**src/rtl/dl_tdc_histogrammer_if.sv**
```systemverilog
// Control, readout and observation bus of the delay-line histogrammer.
// The master side drives the run controls and read address; the slave is the histogrammer.
interface dl_tdc_histogrammer_if #(
    parameter int LENGTH = 16,
    parameter int CNT_W  = 16
);
    localparam int CODE_W = $clog2(LENGTH + 1);

    logic              mode_i;
    logic              hit_i;
    logic              start_i;
    logic [CODE_W-1:0] rd_addr_i;
    logic              busy_o;
    logic              done_o;
    logic [LENGTH-1:0] dout_r;
    logic [CODE_W-1:0] code_o;
    logic              code_valid_o;
    logic [CNT_W-1:0]  rd_data_o;

    modport master (
        output mode_i, hit_i, start_i, rd_addr_i,
        input  busy_o, done_o, dout_r, code_o, code_valid_o, rd_data_o
    );

    modport slave (
        input  mode_i, hit_i, start_i, rd_addr_i,
        output busy_o, done_o, dout_r, code_o, code_valid_o, rd_data_o
    );
endinterface

```
**src/rtl/dl_tdc_histogrammer.sv**
```systemverilog
// Carry-chain delay-line sampler with first-transition encoder and code-density histogram.
// Code appears 3 clk after the chain input, readout has 1 clk latency; no backpressure, start ignored while busy.
module dl_tdc_histogrammer #(
    parameter int LENGTH    = 16,
    parameter int CNT_W     = 16,
    parameter int SAMPLES_W = 12
) (
    input  logic                   clk,
    input  logic                   rst,
    dl_tdc_histogrammer_if.slave   bus
);
    localparam int                CODE_W    = $clog2(LENGTH + 1);
    localparam int                NBINS     = LENGTH + 1;
    localparam logic [CODE_W-1:0] LAST_ADDR = CODE_W'(LENGTH);

    typedef enum logic [1:0] {S_IDLE, S_CLEAR, S_RUN, S_DONE} state_t;

    // Chain nets are kept so the adder maps onto the physical carry chain under test.
    (* keep = "true" *) logic [LENGTH-1:0] chain_ones;
    (* keep = "true" *) logic [LENGTH-1:0] chain_sum;
    logic                                  din;

    assign chain_ones = '1;
    assign din        = bus.mode_i ? bus.hit_i : clk;
    assign chain_sum  = chain_ones + LENGTH'(din);

    logic [LENGTH-1:0]    sync_q;
    logic [1:0]           fill_q;
    logic [CODE_W-1:0]    code_d;

    state_t               state_q, state_d;
    logic [CODE_W-1:0]    clr_addr_q;
    logic [SAMPLES_W-1:0] smp_q;
    logic [CNT_W-1:0]     bins_q [NBINS];

    // Position of the lowest set tap; bubbles above it do not matter.
    always_comb begin
        code_d = LAST_ADDR;
        for (int i = LENGTH - 1; i >= 0; i--) begin
            if (sync_q[i]) code_d = CODE_W'(i);
        end
    end

    always_ff @(posedge clk or posedge rst) begin
        if (rst) begin
            bus.dout_r       <= '0;
            sync_q           <= '0;
            bus.code_o       <= '0;
            bus.code_valid_o <= 1'b0;
            fill_q           <= 2'd0;
        end else begin
            bus.dout_r <= chain_sum;
            sync_q     <= bus.dout_r;
            bus.code_o <= code_d;
            if (fill_q != 2'd3) fill_q <= fill_q + 2'd1;
            if (fill_q == 2'd2) bus.code_valid_o <= 1'b1;
        end
    end

    always_comb begin
        state_d = state_q;
        unique case (state_q)
            S_IDLE:  if (bus.start_i) state_d = S_CLEAR;
            S_CLEAR: if (clr_addr_q == LAST_ADDR) state_d = S_RUN;
            S_RUN:   if (bus.code_valid_o && (smp_q == '1)) state_d = S_DONE;
            S_DONE:  if (bus.start_i) state_d = S_CLEAR;
            default: state_d = S_IDLE;
        endcase
    end

    always_ff @(posedge clk or posedge rst) begin
        if (rst) begin
            state_q    <= S_IDLE;
            bus.busy_o <= 1'b0;
            bus.done_o <= 1'b0;
            clr_addr_q <= '0;
            smp_q      <= '0;
        end else begin
            state_q    <= state_d;
            bus.busy_o <= (state_d == S_CLEAR) || (state_d == S_RUN);
            bus.done_o <= (state_d == S_DONE);
            clr_addr_q <= (state_q == S_CLEAR) ? clr_addr_q + 1'b1 : '0;
            if (state_q != S_RUN)       smp_q <= '0;
            else if (bus.code_valid_o)  smp_q <= smp_q + 1'b1;
        end
    end

    always_ff @(posedge clk or posedge rst) begin
        if (rst) begin
            for (int b = 0; b < NBINS; b++) bins_q[b] <= '0;
        end else if (state_q == S_CLEAR) begin
            bins_q[clr_addr_q] <= '0;
        end else if ((state_q == S_RUN) && bus.code_valid_o && (bins_q[bus.code_o] != '1)) begin
            bins_q[bus.code_o] <= bins_q[bus.code_o] + 1'b1;
        end
    end

    // Bins are only visible while no run is modifying them.
    always_ff @(posedge clk or posedge rst) begin
        if (rst) begin
            bus.rd_data_o <= '0;
        end else if (((state_q == S_IDLE) || (state_q == S_DONE)) && (bus.rd_addr_i <= LAST_ADDR)) begin
            bus.rd_data_o <= bins_q[bus.rd_addr_i];
        end else begin
            bus.rd_data_o <= '0;
        end
    end
endmodule

```
**src/flat_wrapper.sv**
```systemverilog
// flat-port wrapper written by rule: the top's interface ports become plain ports
module dl_tdc_histogrammer_flat 
#(
    parameter int LENGTH    = 16,
    parameter int CNT_W     = 16,
    parameter int SAMPLES_W = 12
)
  (clk, rst, bus_mode_i, bus_hit_i, bus_start_i, bus_rd_addr_i, bus_busy_o, bus_done_o, bus_dout_r, bus_code_o, bus_code_valid_o, bus_rd_data_o);
  dl_tdc_histogrammer_if #(.LENGTH(LENGTH), .CNT_W(CNT_W)) bus_i ();
  input  logic clk;
  input  logic rst;
  input wire logic [$bits(bus_i.mode_i)-1:0] bus_mode_i;
  input wire logic [$bits(bus_i.hit_i)-1:0] bus_hit_i;
  input wire logic [$bits(bus_i.start_i)-1:0] bus_start_i;
  input wire logic [$bits(bus_i.rd_addr_i)-1:0] bus_rd_addr_i;
  output wire logic [$bits(bus_i.busy_o)-1:0] bus_busy_o;
  output wire logic [$bits(bus_i.done_o)-1:0] bus_done_o;
  output wire logic [$bits(bus_i.dout_r)-1:0] bus_dout_r;
  output wire logic [$bits(bus_i.code_o)-1:0] bus_code_o;
  output wire logic [$bits(bus_i.code_valid_o)-1:0] bus_code_valid_o;
  output wire logic [$bits(bus_i.rd_data_o)-1:0] bus_rd_data_o;
  assign bus_i.mode_i = bus_mode_i;
  assign bus_i.hit_i = bus_hit_i;
  assign bus_i.start_i = bus_start_i;
  assign bus_i.rd_addr_i = bus_rd_addr_i;
  assign bus_busy_o = bus_i.busy_o;
  assign bus_done_o = bus_i.done_o;
  assign bus_dout_r = bus_i.dout_r;
  assign bus_code_o = bus_i.code_o;
  assign bus_code_valid_o = bus_i.code_valid_o;
  assign bus_rd_data_o = bus_i.rd_data_o;
  dl_tdc_histogrammer #(.LENGTH(LENGTH), .CNT_W(CNT_W), .SAMPLES_W(SAMPLES_W)) u_core (.clk(clk), .rst(rst), .bus(bus_i));
endmodule
```
**config.mk**
```make
export PLATFORM = sky130hd
export DESIGN_NAME = dl_tdc_histogrammer_flat
export DESIGN_NICKNAME = d
export VERILOG_FILES = /design/src/rtl/dl_tdc_histogrammer_if.sv /design/src/rtl/dl_tdc_histogrammer.sv /design/src/flat_wrapper.sv
export SDC_FILE = /design/constraint.sdc
export NUM_CORES = 1
export LEC_CHECK = 0
export ABC_AREA = 0
export CAP_MARGIN = 20
export CORE_ASPECT_RATIO = 1.5
export CORE_MARGIN = 1.5
export CORE_UTILIZATION = 35
export DETAILED_ROUTE_END_ITERATION = 10
export PLACE_DENSITY = 0.54
export SLEW_MARGIN = 5
export SYNTH_ARGS = -nofsm -noshare
export SYNTH_HDL_FRONTEND = slang
export SYNTH_SLANG_ARGS = --single-unit
```
**constraint.sdc**
```tcl
create_clock -name clk -period 34.1 [get_ports clk]
set_clock_uncertainty 0.05 [all_clocks]
set_input_delay 10.23 -clock clk [delete_from_list [all_inputs] [get_ports clk]]
set_output_delay 10.23 -clock clk [all_outputs]
set_load 0.05 [all_outputs]
```
==> results of run 1 <==
[final cells by class]
type | count | area [um2] | area share
Tap cell | 495 | 619 | 0.0402
Timing Repair Buffer | 53 | 515 | 0.0335
Clock buffer | 47 | 968 | 0.0629
Inverter | 28 | 113 | 0.00731
Sequential cell | 315 | 7880 | 0.512
Clock inverter | 12 | 128 | 0.00829
Multi-Input combinational cell | 603 | 5170 | 0.336
[path summary, 6_finish.rpt]
| path | startpoint | endpoint | slack, ns | depth (start not counted) |
|---|---|---|---|---|
| hold / removal | clk | u_core.bus.dout_r[2] | -0.44 | 3 |
| max in group asynchronous | rst | u_core.bins_q[40] | 22.33 | 3 |
| setup reg to reg | u_core.bus.code_o[4] | u_core.bins_q[260] | 30.35 | 8 |
| hold reg to reg | u_core.sync_q[0] | u_core.bus.code_o[4] | 0.33 | 1 |
| min in group asynchronous | rst | u_core.bus.done_o | 10.12 | 2 |
| setup / recovery | clk | u_core.bus.dout_r[2] | 17.25 | 3 |
[worst max-delay path, cell delays in order]
cell,delay [ns]
sky130_fd_sc_hd__clkbuf_16,0.12
sky130_fd_sc_hd__clkbuf_16,0.13
sky130_fd_sc_hd__mux2i_1,0.12
[per-layer routing]
| layer | vias to the layer above | global-route usage | share of wire |
|---|---|---|---|
| li1 | 3523 | - | - |
| met5 | - | 0 | 0 |
| met3 | 55 | 0.0180 | 0.031 |
| met1 | 4116 | 0.223 | 0.44 |
| met4 | 0 | 0.0564 | 0.025 |
| met2 | 164 | 0.287 | 0.50 |
[where the power goes]
group | switching [mW] | total (mW) | internal [mW]
clock | 0.152 | 0.364 | 0.212
sequential | 0.0121 | 0.396 | 0.384
combinational | 0.115 | 0.166 | 0.0513
total | 0.278 | 0.925 | 0.647
[flip-flops by register name (all words and copies together) (netlist names), 2 cells and up]
signal                flops
u_core.state_q            2
u_core.bus.rd_data_o     16
u_core.clr_addr_q         5
u_core.fill_q             2
u_core.smp_q             12
u_core.bins_q           272
==> out/results.txt, run 1 <==
The effective utilization at floorplan is 0.353. Setup total negative slack on the finished layout was measured at 0 ns. The detailed-route vias per instance was 5.06; the number of hold-repair buffers added at the cts stage was 0. Across the run, the number of max-cap violations was 0. Routability-driven placement finished with a final weighted congestion of 0.804. The logs give 17.25 ns for the smallest setup slack after layout and 0.925 mW for the total power after layout.

The final standard cell utilization of the core was 0.402; the clock slew at the register clock pins of the worst setup and hold paths was 0.06 ns. The run gives 0.0154 mm2 as the post-route cell area. The total global routing overflow was 0. The min-delay analysis places its worst path in the category clk -> reg. The biggest fanout along the worst timing path was 2; the detailed-routing iteration count for the pre-antenna-repair pass was 5. The actual transition at the worst max-transition pin was 1.11 ns; the worst setup slack after placement was 16.83 ns. STA puts the critical path data required time at 34.66 ns. Startpoint-to-endpoint class of the critical path: clk -> reg. Setup repair after global routing left no endpoint under its margin. The tools report the element type at the critical path end as a flip-flop. Across all layers, the routed design uses 7858 vias.

The first global-routing pass estimated 51500 um of wire. Number of buffers inserted by port buffering: 45. The power density relative to cell area is 60.1 mW/mm2, and the total leakage power is 7.18 nW. Fill cells in the final layout number 3531.

The mean post-synth cell area was 13.4 um2. The mapped netlist covers 0.0135 mm2. The tools report the non-filler instance count after layout as 1553.

The run gives 20300 um as the HPWL after detailed placement. Data on the critical path arrives at its endpoint at 17.42 ns. The number of global-route vias before repair came out at 8407. The run gives 1012 as the cell count after synthesis. For the worst supply voltage drop on vdd, the log shows 0.0559 mV.

The category of the worst setup path launch point is a clock port. The tools report the instance area after placement as 0.0143 mm2. Once the clock tree was built, the setup fixing pass inserted 0 buffers. The count of endpoints failing hold in the final timing report is 1, and the initial antenna violation count is 0. The flow ran to the end, but the final reports show violations. I/O pin total: 50.

The logs give 536 for the violation count after the first detailed-routing iteration and 0 for the final number of max-transition violations. The clock reaches the later pin of the worst-skew pair after 0.70 ns. The core region is 0.0383 mm2. The average detailed-routed wire length per instance is 20.8 um. The run gives 1055 as the total number of nets in the final design. The share of layout cells above drive strength 1 was 0.157. The final reports fail on negative hold slack.

Worst hold margin: -0.435 ns. Setup violations remaining at the end of the flow were counted as 0. The die covers 0.0399 mm2. Leaving out fill and tap cells, the most frequent cell in the layout is sky130_fd_sc_hd__dfrtp_1. Compared with the post-synthesis result, the final layout area differs by 13.7%. The vertical die dimension is 244 um.

Leaving out fill and tap cells, the most frequent cells in the layout are sky130_fd_sc_hd__dfrtp_1, sky130_fd_sc_hd__and2_1, sky130_fd_sc_hd__mux4_2. The logs give 88 for the count of standard-cell rows and 0 for the number of resized instances in the post-cts repair step. The logs give 0.169 for the overall global routing resource usage and 0 for the remaining antenna violation count. The tightest slew margin relative to the limit is 0.258, and the total wirelength of the detailed-routed design is 32200 um. For this run, the number of Yosys warnings is 0. The maximum number of pins on one net before global-route repair was 180; the floorplan die width was 164 um.

0 antenna diodes ended up in the layout. Number of remaining DRC errors: 0. TritonCTS built the clock tree. After detailed placement, the design holds a cell count of 1494.
Note: power is estimated with default switching activity, not from simulation.
==> run 2, diff against run 1 <==
==> constraint.sdc (replaced) <==
create_clock -name clk -period 16.15 [get_ports clk]
set_clock_uncertainty 0.05 [all_clocks]
set_input_delay 4.845 -clock clk [delete_from_list [all_inputs] [get_ports clk]]
set_output_delay 4.845 -clock clk [all_outputs]
set_load 0.05 [all_outputs]
==> out/results.txt, run 2 (synthesis results as in run 1) <==
The flow ran to the end, but the final reports show violations. Violations in the final reports: negative hold slack (unchanged). Cell chain of the critical path: clkbuf_16 -> clkbuf_16 -> mux2i_1 (unchanged).

The number of buffers inserted by port buffering is 45 (unchanged), and the number of hold-repair buffers added at the cts stage is 0 (unchanged). For the overall global routing resource usage, the log shows 0.174 (was 0.169). For the total leakage power, the log shows 7.14 nW (was 7.18 nW). Largest registers: u_core.bins_q x272, u_core.bus.rd_data_o x16, u_core.smp_q x12 (unchanged). The tools report the worst hold margin as -0.412 ns (was -0.435 ns). For the initial antenna violation count, the log shows 0 (unchanged).

The tools report the remaining antenna violation count as 0 (unchanged). The arrival time of the worst setup path was 8.43 ns (was 17.42 ns); the routability-driven placement congestion ratio was 0.788 (was 0.804). The hold path startpoint is clk (unchanged). The number of remaining DRC errors was 0 (unchanged). Most used cells in the layout excluding fill and tap cells: sky130_fd_sc_hd__dfrtp_1, sky130_fd_sc_hd__and2_1, sky130_fd_sc_hd__mux4_2 (unchanged).

The HPWL after detailed placement came out at 21100 um (was 20300 um). The floorplan die width is 164 um (unchanged), and the biggest fanout along the worst timing path is 2 (unchanged). The run gives 0.400 (was 0.402) as the final standard cell utilization of the core. The count of endpoints failing setup in the final report is 0 (unchanged).

The tools report the via count as 7849 (was 7858). The run gives 50 (unchanged) as the I/O pin total. The tightest slew margin relative to the limit came out at 0.310 (was 0.258).

The smallest setup slack after layout was 8.26 ns (was 17.25 ns). The layout-stage area growth over the synthesis result was 13.1% (was 13.7%). Setup repair after global routing left no endpoint under its margin. The clock slew at the register clock pins of the worst setup and hold paths was 0.06 ns (about the same); the total number of nets in the final design was 1060 (was 1055). For the worst setup slack after placement, the log shows 7.85 ns (was 16.83 ns).

The non-filler instance count after layout is 1550 (was 1553). The vertical die dimension is 244 um (unchanged), and the detailed-routing iteration count for the pre-antenna-repair pass is 8 (was 5). The total global routing overflow is 0 (unchanged), and the slack of the worst reg-to-reg path is 12.56 ns (was 30.35 ns).

TritonCTS built the clock tree. The tools report the category of the worst setup path launch point as a clock port (unchanged). The effective utilization at floorplan was 0.353 (unchanged). The startpoint-to-endpoint class of the critical path is clk -> reg (unchanged). The wire length of the first global-routing pass is 52300 um (was 51500 um).

The delay of the slowest critical-path stage was 0.13 ns (about the same). The library cell contributing the largest single delay on the critical path was sky130_fd_sc_hd__clkbuf_16 (unchanged). The number of setup buffers added after CTS came out at 0 (unchanged).

The count of endpoints failing hold in the final timing report was 1 (unchanged); the area inside the core boundary was 0.0383 mm2 (unchanged). Detailed-route vias per instance: 5.06 (about the same). The share of layout cells above drive strength 1 came out at 0.151 (was 0.157). The power density relative to cell area came out at 123 mW/mm2 (was 60.1 mW/mm2). The required time of the critical path came out at 16.69 ns (was 34.66 ns).

Launching instance or port of the critical path: clk (unchanged). The capture instance of the worst register-to-register path was u_core.bins_q[259] (was u_core.bins_q[260]). The number of flip-flops under the largest register name was 272 (unchanged); the sum of negative setup slack was 0 ns (unchanged). The max-cap check violation count was 0 (unchanged).

Element type at the critical path end: a flip-flop (unchanged). The violation count after the first detailed-routing iteration is 546 (was 536), and the clock latency of the later-clocked register in the worst-skew pair is 0.67 ns (was 0.70 ns). The path class of the lowest-slack min-delay path was clk -> reg (unchanged).

The average detailed-routed wire length per instance is 21.4 um (was 20.8 um). The logs give 0.0804 mV (was 0.0559 mV) for the worst supply voltage drop on vdd and 0 (unchanged) for the final number of max-transition violations. The most common cell after layout, fill and taps aside is sky130_fd_sc_hd__dfrtp_1 (unchanged). Actual transition at the worst max-transition pin: 1.03 ns (was 1.11 ns). The count of antenna diodes in the layout is 0 (unchanged), and the total wirelength of the detailed-routed design is 33200 um (was 32200 um). The run gives 88 (unchanged) as the count of standard-cell rows. Largest register by flop count: u_core.bins_q (unchanged). The number of global-route vias before repair came out at 8380 (was 8407).

The run gives 0.0399 mm2 (unchanged) as the die area. The worst reg2reg path startpoint was u_core.bus.code_o[4] (unchanged). The number of resized instances in the post-cts repair step was 0 (unchanged); the worst reg2reg path depth was 8 (unchanged). The count of placed standard cells including taps came out at 1499 (was 1494). The dominant cell type by count on the critical path was sky130_fd_sc_hd__clkbuf_16 (unchanged). The endpoint of the worst setup timing path is u_core.bus.dout_r[2] (unchanged). The run gives 106 (was 180) as the maximum number of pins on one net before global-route repair.
-- run 2: cell types whose count changed in the layout (fill, tap and decap cells not counted), moves of 2 or more --
cell / change
sky130_fd_sc_hd__buf_4: +4
sky130_fd_sc_hd__buf_8: +2
sky130_fd_sc_hd__clkbuf_1: +4
sky130_fd_sc_hd__clkbuf_8: -7
sky130_fd_sc_hd__clkinv_2: -2
-- run 2: area by class of cell --
cell class	instances	area, um2
Timing Repair Buffer	59	583
Sequential cell	315	7880
Tap cell	495	619
Clock inverter	7	85.1
Inverter	28	113
Clock buffer	43	862
Fill cell	3525	23000
Multi-Input combinational cell	603	5170
-- run 2: per-stage QoR --
stage | cell area (um2) | power (mW)
final | 15300 | 1.89
after floorplan | 13600 | 1.12
after global routing | 15300 | 1.97
after detailed placement | 14300 | 1.21
after CTS | 15300 | 1.91
after global placement | 14300 | 1.21
-- run 2: where the power goes --
part           internal, mW  switching [mW]
Clock                 0.401           0.299
Combinational         0.109           0.243
Sequential            0.810          0.0265
Total                  1.32           0.568
-- run 2: worst min-delay path by stage --
stage                           end  slack [ns]  cells past startpoint
2_1_floorplan  u_core.bus.dout_r[2]        0.04                      1
3_3_place_gp   u_core.bus.dout_r[2]        0.04                      1
3_5_place_dp   u_core.bus.dout_r[2]        0.04                      1
4_1_cts        u_core.bus.dout_r[2]       -0.43                      3
5_1_grt        u_core.bus.dout_r[2]       -0.43                      3
6_report       u_core.bus.dout_r[2]       -0.41                      3
-- run 2: worst max-delay path, delay by kind of cell --
family / cells / cell delay [ns]
mux: 1 / 0.11
buf+inv: 2 / 0.25
-- run 2: routing by layer --
metal | vias up | global-route usage | share of wire
met1 | 4098 | 0.235 | 0.44
met5 | - | 0 | 0
li1 | 3519 | - | -
met4 | 0 | 0.0570 | 0.027
met3 | 56 | 0.0225 | 0.039
met2 | 176 | 0.289 | 0.49
==> run 3, diff against run 2 <==
==> constraint.sdc (replaced) <==
create_clock -name clk -period 7.4 [get_ports clk]
set_clock_uncertainty 0.05 [all_clocks]
set_input_delay 2.22 -clock clk [delete_from_list [all_inputs] [get_ports clk]]
set_output_delay 2.22 -clock clk [all_outputs]
set_load 0.05 [all_outputs]
==> out/results.txt, run 3 (synthesis results as in run 1) <==
The flow ran to the end, but the final reports show violations. Violations in the final reports: negative hold slack (unchanged). The overall global routing resource usage was 0.175 (was 0.174). The remaining antenna violation count was 0 (unchanged). The startpoint-to-endpoint class of the critical path is reg -> out (was clk -> reg). The end point of the most critical hold path was u_core.bus.dout_r[2] (unchanged). The element type at the critical path end was a primary output (was a flip-flop). The floorplan die width is 164 um (unchanged). The via count is 7731 (was 7849), and the number of global-route vias before repair is 8370 (was 8380). The run gives 0.0399 mm2 (unchanged) as the die area.

The slack of the worst reg-to-reg path is 3.82 ns (was 12.56 ns). The violation count after the first detailed-routing iteration was 617 (was 546); the cell depth of the worst hold path was 3 (unchanged). Final period utilization: 0.605. The required time of the critical path was 5.13 ns (was 16.69 ns).

The tightest slew margin relative to the limit came out at 0.288 (was 0.310). The sum of negative setup slack was 0 ns (unchanged); the actual transition at the worst max-transition pin was 1.07 ns (was 1.03 ns). The number of flip-flops under the largest register name was 272 (unchanged). Setup repair after global routing left no endpoint under its margin.

The logs give 0.353 (unchanged) for the effective utilization at floorplan and 224 MHz for the maximum clock frequency. Most common cell after layout, fill and taps aside: sky130_fd_sc_hd__dfrtp_1 (unchanged). The final standard cell utilization of the core was 0.406 (was 0.400).

The tools report the final number of max-transition violations as 0 (unchanged). The number of buffers inserted by port buffering is 45 (unchanged), and the fill cell total of the finished layout is 3548 (was 3525). The largest register by flop count was u_core.bins_q (unchanged). The initial antenna violation count is 1 (was 0), and the maximum number of pins on one net before global-route repair is 139 (was 106). The count of antenna diodes in the layout is 0 (unchanged), and the total global routing overflow is 0 (unchanged). The number of setup buffers added after CTS came out at 0 (unchanged).

The tools report the capture instance of the worst register-to-register path as u_core.bins_q[260] (was u_core.bins_q[259]). The run gives 0.0155 mm2 (was 0.0153 mm2) as the post-route cell area. The biggest fanout along the worst timing path is 34 (was 2).

The total wirelength of the detailed-routed design is 32700 um (was 33200 um). The clock latency of the later-clocked register in the worst-skew pair came out at 0.68 ns (was 0.67 ns). The run gives -0.423 ns (was -0.412 ns) as the worst hold margin.

The power density relative to cell area works out to 284 mW/mm2 (was 123 mW/mm2). Most used cells in the layout excluding fill and tap cells: sky130_fd_sc_hd__dfrtp_1, sky130_fd_sc_hd__and2_1, sky130_fd_sc_hd__mux4_2 (unchanged). The logs give 52100 um (was 52300 um) for the wire length of the first global-routing pass and 1 (unchanged) for the count of endpoints failing hold in the final timing report.

Worst reg2reg path depth: 8 (unchanged). The total number of nets in the final design was 1060 (unchanged); the detailed-route vias per instance was 4.96 (was 5.06). The vertical die dimension is 244 um (unchanged). The share of layout cells above drive strength 1 is 0.160 (was 0.151), and the worst supply voltage drop on vdd is 0.185 mV (was 0.0804 mV). The total leakage power was 7.24 nW (was 7.14 nW); the number of hold-repair buffers added at the cts stage was 0 (unchanged).

The number of resized instances in the post-cts repair step is 0 (unchanged), and the clock slew at the register clock pins of the worst setup and hold paths is 0.06 ns (about the same). The run gives 0.0383 mm2 (unchanged) as the area inside the core boundary. The path class of the lowest-slack min-delay path is clk -> reg (unchanged).

The arrival time of the worst setup path is 2.20 ns (was 8.43 ns). The count of endpoints failing setup in the final report was 0 (unchanged); the I/O pin total was 50 (unchanged). Largest registers: u_core.bins_q x272, u_core.bus.rd_data_o x16, u_core.smp_q x12 (unchanged). Routability-driven placement congestion ratio: 0.758 (was 0.788). The final critical-path required period is 4.47 ns. The run gives 20800 um (was 21100 um) as the HPWL after detailed placement. The average detailed-routed wire length per instance works out to 21.0 um (was 21.4 um).

The tools report the hold path startpoint as clk (unchanged). The max-cap check violation count is 0 (unchanged), and the layout-stage area growth over the synthesis result is 14.8% (was 13.1%). The tools report the detailed-routing iteration count for the pre-antenna-repair pass as 4 (was 8). The category of the worst setup path launch point was a flip-flop (was a clock port). The tools report the total power after layout as 4.41 mW (was 1.89 mW). The number of remaining DRC errors came out at 0 (unchanged). Worst reg2reg path startpoint: u_core.bus.code_o[4] (unchanged).

For the count of standard-cell rows, the log shows 88 (unchanged). The run gives 0.0143 mm2 (about the same) as the instance area after placement. TritonCTS built the clock tree.
[run 3: changes by cell type in the layout (fill, tap and decap cells not counted), sizes merged]
| cell | before | now |
|---|---|---|
| clkbuf | 43 | 44 |
| bufinv | 2 | 7 |
| buf | 16 | 14 |
| clkinvlp | 0 | 3 |
| clkinv | 5 | 6 |
[run 3: final cells by class]
| type | count | area [um2] | share of cell area |
|---|---|---|---|
| multi-input cells | 603 | 5170 | 0.333 |
| inverters | 28 | 109 | 0.00700 |
| clock inverters | 16 | 264 | 0.0170 |
| clock buffers | 44 | 928 | 0.0597 |
| well taps | 495 | 619 | 0.0398 |
| flip-flops and latches | 315 | 7880 | 0.507 |
| repair buffers | 57 | 574 | 0.0369 |
[run 3: through the flow]
stage | setup slack (ns) | instances
after global routing | 2.82 | 1558
after detailed placement | 2.41 | 1496
final | 2.93 | 1558
after CTS | 2.89 | 1556
after global placement | 2.46 | 1496
after floorplan | 0.933 | 1015
[run 3: worst max-delay path by stage]
stage,start,end,cells past startpoint
global route,u_core.bus.code_o[4],bus_code_o[4],2
floorplan,rst,u_core.bins_q[0],1
detailed placement,bus_rd_addr_i[0],u_core.bus.rd_data_o[14],6
finish,u_core.bus.code_o[4],bus_code_o[4],2
CTS,u_core.bus.code_o[4],bus_code_o[4],2
global placement,bus_rd_addr_i[0],u_core.bus.rd_data_o[11],6
[run 3: where the power goes]
part | internal (mW) | switching [mW] | total (mW)
registers | 1.77 | 0.0590 | 1.83
clock network | 1.12 | 0.697 | 1.82
logic | 0.240 | 0.523 | 0.763
[run 3: worst max-delay path: stages (launching register included)]
cell,delay [ns]
sky130_fd_sc_hd__dfrtp_1,0.32
sky130_fd_sc_hd__buf_4,0.32
sky130_fd_sc_hd__clkdlybuf4s50_1,0.87
[run 3: per-layer routing]
layer  vias up  GRT usage  wire length [um]
met5         -          0                 0
met4         0     0.0647               811
met3        47     0.0247              1070
met2       136      0.293             16700
met1      4026      0.228             14100
li1       3522          -                 -
